`src/rtl/wb_arbiter.sv`:
```
`default_nettype none
// +----------------------------------------------------------------------------+
// | Module      : wb_arbiter                                                   |
// | Description : Writeback arbiter between EXU and LSU in front of the RF     |
// |               write port, with a per-register pending scoreboard for       |
// |               decode hazard stalls. Optional perf counters are enabled     |
// |               with the WB_PERF_CNT_EN macro.                               |
// | Revision    : 1.0 - initial release                                        |
// +----------------------------------------------------------------------------+
module wb_arbiter #(
    parameter int XLEN = 32,
    parameter int NREG = 32,
    parameter int AW   = $clog2(NREG)
) (
    input  logic            clk,
    input  logic            rst_n,

    input  logic            exu_valid,
    output logic            exu_ready,
    input  logic [AW-1:0]   exu_rd,
    input  logic            exu_wen,
    input  logic [XLEN-1:0] exu_data,

    input  logic            lsu_valid,
    output logic            lsu_ready,
    input  logic [AW-1:0]   lsu_rd,
    input  logic            lsu_wen,
    input  logic [XLEN-1:0] lsu_data,

    output logic            rf_wen,
    output logic [AW-1:0]   rf_addr,
    output logic [XLEN-1:0] rf_data,

    input  logic            issue_valid,
    input  logic [AW-1:0]   issue_rd,
    output logic            issue_ready,
`ifdef WB_PERF_CNT_EN
    output logic [31:0]     perf_exu_cnt,
    output logic [31:0]     perf_lsu_cnt,
    output logic [31:0]     perf_conf_cnt,
`endif
    input  logic [AW-1:0]   rs1_addr,
    input  logic [AW-1:0]   rs2_addr,
    output logic            rs1_busy,
    output logic            rs2_busy
);

    localparam logic c_SRC_EXU = 1'b0;
    localparam logic c_SRC_LSU = 1'b1;

    logic            r_last_grant;
    logic            r_rf_wen;
    logic [AW-1:0]   r_rf_addr;
    logic [XLEN-1:0] r_rf_data;

    logic            w_gnt_exu;
    logic            w_gnt_lsu;
    logic            w_acc;
    logic [AW-1:0]   w_sel_rd;
    logic            w_sel_wen;
    logic [XLEN-1:0] w_sel_data;
    logic            w_wr;
    logic            w_issue_set;
    logic [NREG-1:0] w_pend;

    // Round-robin: on a conflict the source that did not win last time goes
    always_comb begin
        w_gnt_exu  = exu_valid & (~lsu_valid | (r_last_grant == c_SRC_LSU));
        w_gnt_lsu  = lsu_valid & (~exu_valid | (r_last_grant == c_SRC_EXU));
        w_acc      = w_gnt_exu | w_gnt_lsu;
        w_sel_rd   = w_gnt_lsu ? lsu_rd   : exu_rd;
        w_sel_wen  = w_gnt_lsu ? lsu_wen  : exu_wen;
        w_sel_data = w_gnt_lsu ? lsu_data : exu_data;
        w_wr       = w_acc & w_sel_wen & (w_sel_rd != '0);
    end

    assign exu_ready = w_gnt_exu;
    assign lsu_ready = w_gnt_lsu;

    always_ff @(posedge clk or negedge rst_n) begin
        if (!rst_n) begin
            r_last_grant <= c_SRC_LSU;
        end else if (w_acc) begin
            r_last_grant <= w_gnt_lsu ? c_SRC_LSU : c_SRC_EXU;
        end
    end

    always_ff @(posedge clk or negedge rst_n) begin
        if (!rst_n) begin
            r_rf_wen  <= 1'b0;
            r_rf_addr <= '0;
            r_rf_data <= '0;
        end else begin
            r_rf_wen <= w_wr;
            if (w_acc) begin
                r_rf_addr <= w_sel_rd;
                r_rf_data <= w_sel_data;
            end
        end
    end

    assign rf_wen  = r_rf_wen;
    assign rf_addr = r_rf_addr;
    assign rf_data = r_rf_data;

    // Scoreboard: x0 is hardwired clear, so it is never busy and always issuable
    assign issue_ready = ~w_pend[issue_rd];
    assign w_issue_set = issue_valid & issue_ready & (issue_rd != '0);

    generate
        for (genvar i = 0; i < NREG; i++) begin : g_pend
            if (i == 0) begin : g_zero
                assign w_pend[i] = 1'b0;
            end else begin : g_bit
                logic r_bit;
                // Set has priority: a new writer issuing on the write edge keeps it pending
                always_ff @(posedge clk or negedge rst_n) begin
                    if (!rst_n) begin
                        r_bit <= 1'b0;
                    end else if (w_issue_set && (issue_rd == AW'(i))) begin
                        r_bit <= 1'b1;
                    end else if (r_rf_wen && (r_rf_addr == AW'(i))) begin
                        r_bit <= 1'b0;
                    end
                end
                assign w_pend[i] = r_bit;
            end
        end
    endgenerate

    assign rs1_busy = w_pend[rs1_addr];
    assign rs2_busy = w_pend[rs2_addr];

`ifdef WB_PERF_CNT_EN
    logic [31:0] r_perf_exu;
    logic [31:0] r_perf_lsu;
    logic [31:0] r_perf_conf;

    always_ff @(posedge clk or negedge rst_n) begin
        if (!rst_n) begin
            r_perf_exu  <= '0;
            r_perf_lsu  <= '0;
            r_perf_conf <= '0;
        end else begin
            if (w_gnt_exu) begin
                r_perf_exu <= r_perf_exu + 32'd1;
            end
            if (w_gnt_lsu) begin
                r_perf_lsu <= r_perf_lsu + 32'd1;
            end
            if (exu_valid && lsu_valid) begin
                r_perf_conf <= r_perf_conf + 32'd1;
            end
        end
    end

    assign perf_exu_cnt  = r_perf_exu;
    assign perf_lsu_cnt  = r_perf_lsu;
    assign perf_conf_cnt = r_perf_conf;
`endif

endmodule
`default_nettype wire

```
`config.mk`:
```
export PLATFORM = sky130hd
export DESIGN_NAME = wb_arbiter
export DESIGN_NICKNAME = d
export VERILOG_FILES = /design/src/rtl/wb_arbiter.sv
export SDC_FILE = /design/constraint.sdc
export NUM_CORES = 1
export LEC_CHECK = 0
export CAP_MARGIN = 15
export CELL_PAD_IN_SITES_DETAIL_PLACEMENT = 2
export CELL_PAD_IN_SITES_GLOBAL_PLACEMENT = 2
export CORE_MARGIN = 1
export CORE_UTILIZATION = 29
export CTS_CLUSTER_SIZE = 8
export DETAILED_ROUTE_END_ITERATION = 7
export GPL_ROUTABILITY_DRIVEN = 1
export GPL_TIMING_DRIVEN = 1
export PLACE_DENSITY = 0.89
export SYNTH_ARGS = -nofsm -noshare
export SYNTH_HDL_FRONTEND = slang
export SYNTH_SLANG_ARGS = --single-unit
```
`constraint.sdc`:
```
create_clock -name clk -period 7.9 [get_ports clk]
set_input_delay 1.58 -clock clk [delete_from_list [all_inputs] [get_ports clk]]
set_output_delay 1.58 -clock clk [all_outputs]
set_load 0.02 [all_outputs]
```
==> results.sh <==
export IMPL_grt_total_usage=0.240
export IMPL_antennaDiodeCount=0
export IMPL_crit_buf_inv=3
export IMPL_ys_flop_type="dfrtp_1"
export IMPL_synth_xor_area_frac=0
export IMPL_cap_violations=0
export IMPL_postSynthAreaPerCell_sq_um=10.2
export IMPL_end_kind="primary output"
export IMPL_nets=598
export IMPL_ctsHoldBuffers=0
export IMPL_status="completed"
export IMPL_most_common_layout_cells="clkdlybuf4s50_1, nor2_1, dfrtp_1"
export IMPL_vdd_drop_max_v=0.0000966
export IMPL_yosys_warnings=0
export IMPL_synth_compound_area_frac=0.192
export IMPL_route_detailed_drc=0
export IMPL_cts_buffers=9
export IMPL_final_common_cell="clkdlybuf4s50_1"
export IMPL_post_cts_buffers=0
export IMPL_dieArea_sq_um=13700
export IMPL_synth_area_leader_cell="dfrtp_1"
export IMPL_post_route_period_util=0.788
export IMPL_rsz0062_at_grt="no"
export IMPL_start_util=0.301
export IMPL_gp_congestion=0.840
export IMPL_min_period_ps=6230
export IMPL_power_density_nw_per_um2=265
export IMPL_syn_to_final_growth_pct=46.1
export IMPL_crit_required_ps=6320
export IMPL_crit_arrival_ps=4650
export IMPL_synth_nets=472
export IMPL_clock_sinks=70
export IMPL_slew_viol_final=0
export IMPL_wirelength_mm=15.4
export IMPL_multi_input_area_sq_um=1940
export IMPL_synth_edf_count=0
export IMPL_grt_pass1_wl_mm=24.2
export IMPL_clk_path_buf_depth=2
export IMPL_dr_first_iter_drc_count=189
export IMPL_crit_family="buffers and inverters"
export IMPL_max_freq_mhz=161
export IMPL_cpPeakStageDelay_ps=920
export IMPL_io_pin_count=139
export IMPL_crit_chain="clkdlybuf4s50_1 > mux4_2 > nor3b_1 > a31o_1 > o32a_4 > inv_1 > clkdlybuf4s50_1"
export IMPL_async_flop_share=1.00
export IMPL_vias=3779
export IMPL_root_buffer="clkbuf_16"
export IMPL_fin_area_sq_um=5610
export IMPL_clock_latency_ps=330
export IMPL_worstPathMaxFanout=32
export IMPL_setup_viol=0
export IMPL_grt_pass1_vias=4359
export IMPL_placed_area_sq_um=5330
export IMPL_ys_top_cells_by_area="dfrtp_1, mux4_2, nor2_1"
export IMPL_wl_per_cell_um=22.7
export IMPL_cp_start_kind="input pin"
export IMPL_drive_above_1_share=0.105
export IMPL_finalHoldViolCount=0
export IMPL_grt_max_degree=71
export IMPL_synthAdderAreaFrac=0
export IMPL_hold_path_depth=2
export IMPL_crit_top_cell="clkdlybuf4s50_1"
export IMPL_dp_hpwl_mm=11.5
export IMPL_reg2reg_depth=5
export IMPL_leakage_nw=2.08
export IMPL_grt_ovfl_total=0
export IMPL_synthMuxAreaShare=0.167
export IMPL_n_fill_cell=1322
export IMPL_path_depth=7
export IMPL_viasPerCell=5.57
export IMPL_synth_simple_area_share=0.145
export IMPL_num_rows=41
export IMPL_ctsResizeCount=0
export IMPL_worst_pin_slew_ps=931
export IMPL_port_buffer_count=138
export IMPL_relSlewSlack=0.379
export IMPL_antenna_found_initial=0
export IMPL_synth_top_family_by_area="compound AO/OA/AOI/OAI gates"
export IMPL_skew_ps=5.27
export IMPL_dieWidth_um=117
export IMPL_cts_tree="done"
export IMPL_synth_top_area_frac=0.449
export IMPL_synthDistinctLibCells=39
export IMPL_drtAntennaViolNets=0
export IMPL_critPathSlowestCell="clkdlybuf4s50_1"
export IMPL_die_h_um=117
export IMPL_syn_inst=376
export IMPL_finalSetupTns_ps=0
export IMPL_hold_path_class="register to register"
export IMPL_critPathKind="input pin to primary output"
export IMPL_core_sq_um=12800
export IMPL_htreeDepth=3
export IMPL_ys_ff_latch=70
export IMPL_yosysSeqAreaShare=0.456
export IMPL_synthesis_area_sq_um=3840
export IMPL_clk_pin_slew_worst_paths_ps=50
export IMPL_seq_area_sq_um=1750
export IMPL_first_pass_iters=4
power breakdown:
| part | leakage (nW) | internal [mW] | total [mW] | switching [mW] |
|---|---|---|---|---|
| clock network | 0.142 | 0.245 | 0.392 | 0.146 |
| registers | 0.769 | 0.461 | 0.589 | 0.128 |
| logic | 1.17 | 0.273 | 0.506 | 0.233 |
| total | 2.08 | 0.979 | 1.49 | 0.508 |
registers in the layout (all words and copies together), names as in the netlist:
register,count
r_last_grant,1
g_pend.g_bit.r_bit,31
rf_data,32
rf_wen,1
rf_addr,5
cell families after synthesis:
family | after synthesis
multiplexers | 34
AND/OR/NAND/NOR | 129
flip-flops | 70
AO/OA/AOI/OAI | 112
buffers and inverters | 31
cell type report:
type | count | share of cell area
Clock buffer | 15 | 0.0513
Inverter | 5 | 0.00334
Multi-Input combinational cell | 275 | 0.346
Sequential cell | 70 | 0.312
Tap cell | 172 | 0.0383
Timing Repair Buffer | 141 | 0.249
worst reg2reg max path: cells and delay by family, from the launching register on:
| family | cells | cell delay, ps |
|---|---|---|
| simple gates | 1 | 150 |
| mux | 1 | 480 |
| compound gates | 3 | 1070 |
| flops | 1 | 440 |
metrics by stage:
step	util	hold slack, ps	std cells	power, mW	setup slack (ps)
after global placement	0.417	499	663	1.05	1790
after global routing	0.439	548	678	1.56	1590
after CTS	0.439	526	678	1.50	1670
final	0.439	524	678	1.49	1670
after floorplan	-	501	376	0.849	3010
after detailed placement	0.417	513	663	1.10	1660
cells in the mapped netlist (2+ instances only):
cell type,count
dfrtp_1,69
nor2_1,69
o21ai_0,33
o31ai_1,31
o22ai_1,30
nand2_1,28
mux4_2,22
clkbuf_1,17
nand3_1,10
mux2_2,7
a31oi_1,6
nor2b_1,6
inv_1,5
buf_6,4
mux2i_1,4
nand2b_1,4
buf_1,3
buf_4,2
nand4_1,2
o21bai_1,2
o221a_2,2
or2_2,2
or4_1,2
final timing paths:
| kind | start | to | slack (ps) |
|---|---|---|---|
| setup / recovery | issue_rd[1] | issue_ready | 1670 |
| hold / removal | rf_data[2]$_DFFE_PN0P_ | rf_data[2]$_DFFE_PN0P_ | 520 |
| setup reg to reg | g_pend[22].g_bit.r_bit$_DFFE_PN0P_ | g_pend[19].g_bit.r_bit$_DFFE_PN0P_ | 5660 |
| hold reg to reg | rf_data[2]$_DFFE_PN0P_ | rf_data[2]$_DFFE_PN0P_ | 520 |
| max in group asynchronous | rst_n | rf_data[23]$_DFFE_PN0P_ | 5820 |
| min in group asynchronous | rst_n | g_pend[24].g_bit.r_bit$_DFFE_PN0P_ | 1460 |
per-layer routing:
metal | part of all wire | track usage
met1 | 0.39 | 0.278
met2 | 0.51 | 0.421
met3 | 0.086 | 0.0762
met4 | 0.014 | 0.0835
met5 | 0 | 0
Note: power is estimated with default switching activity, not from simulation.
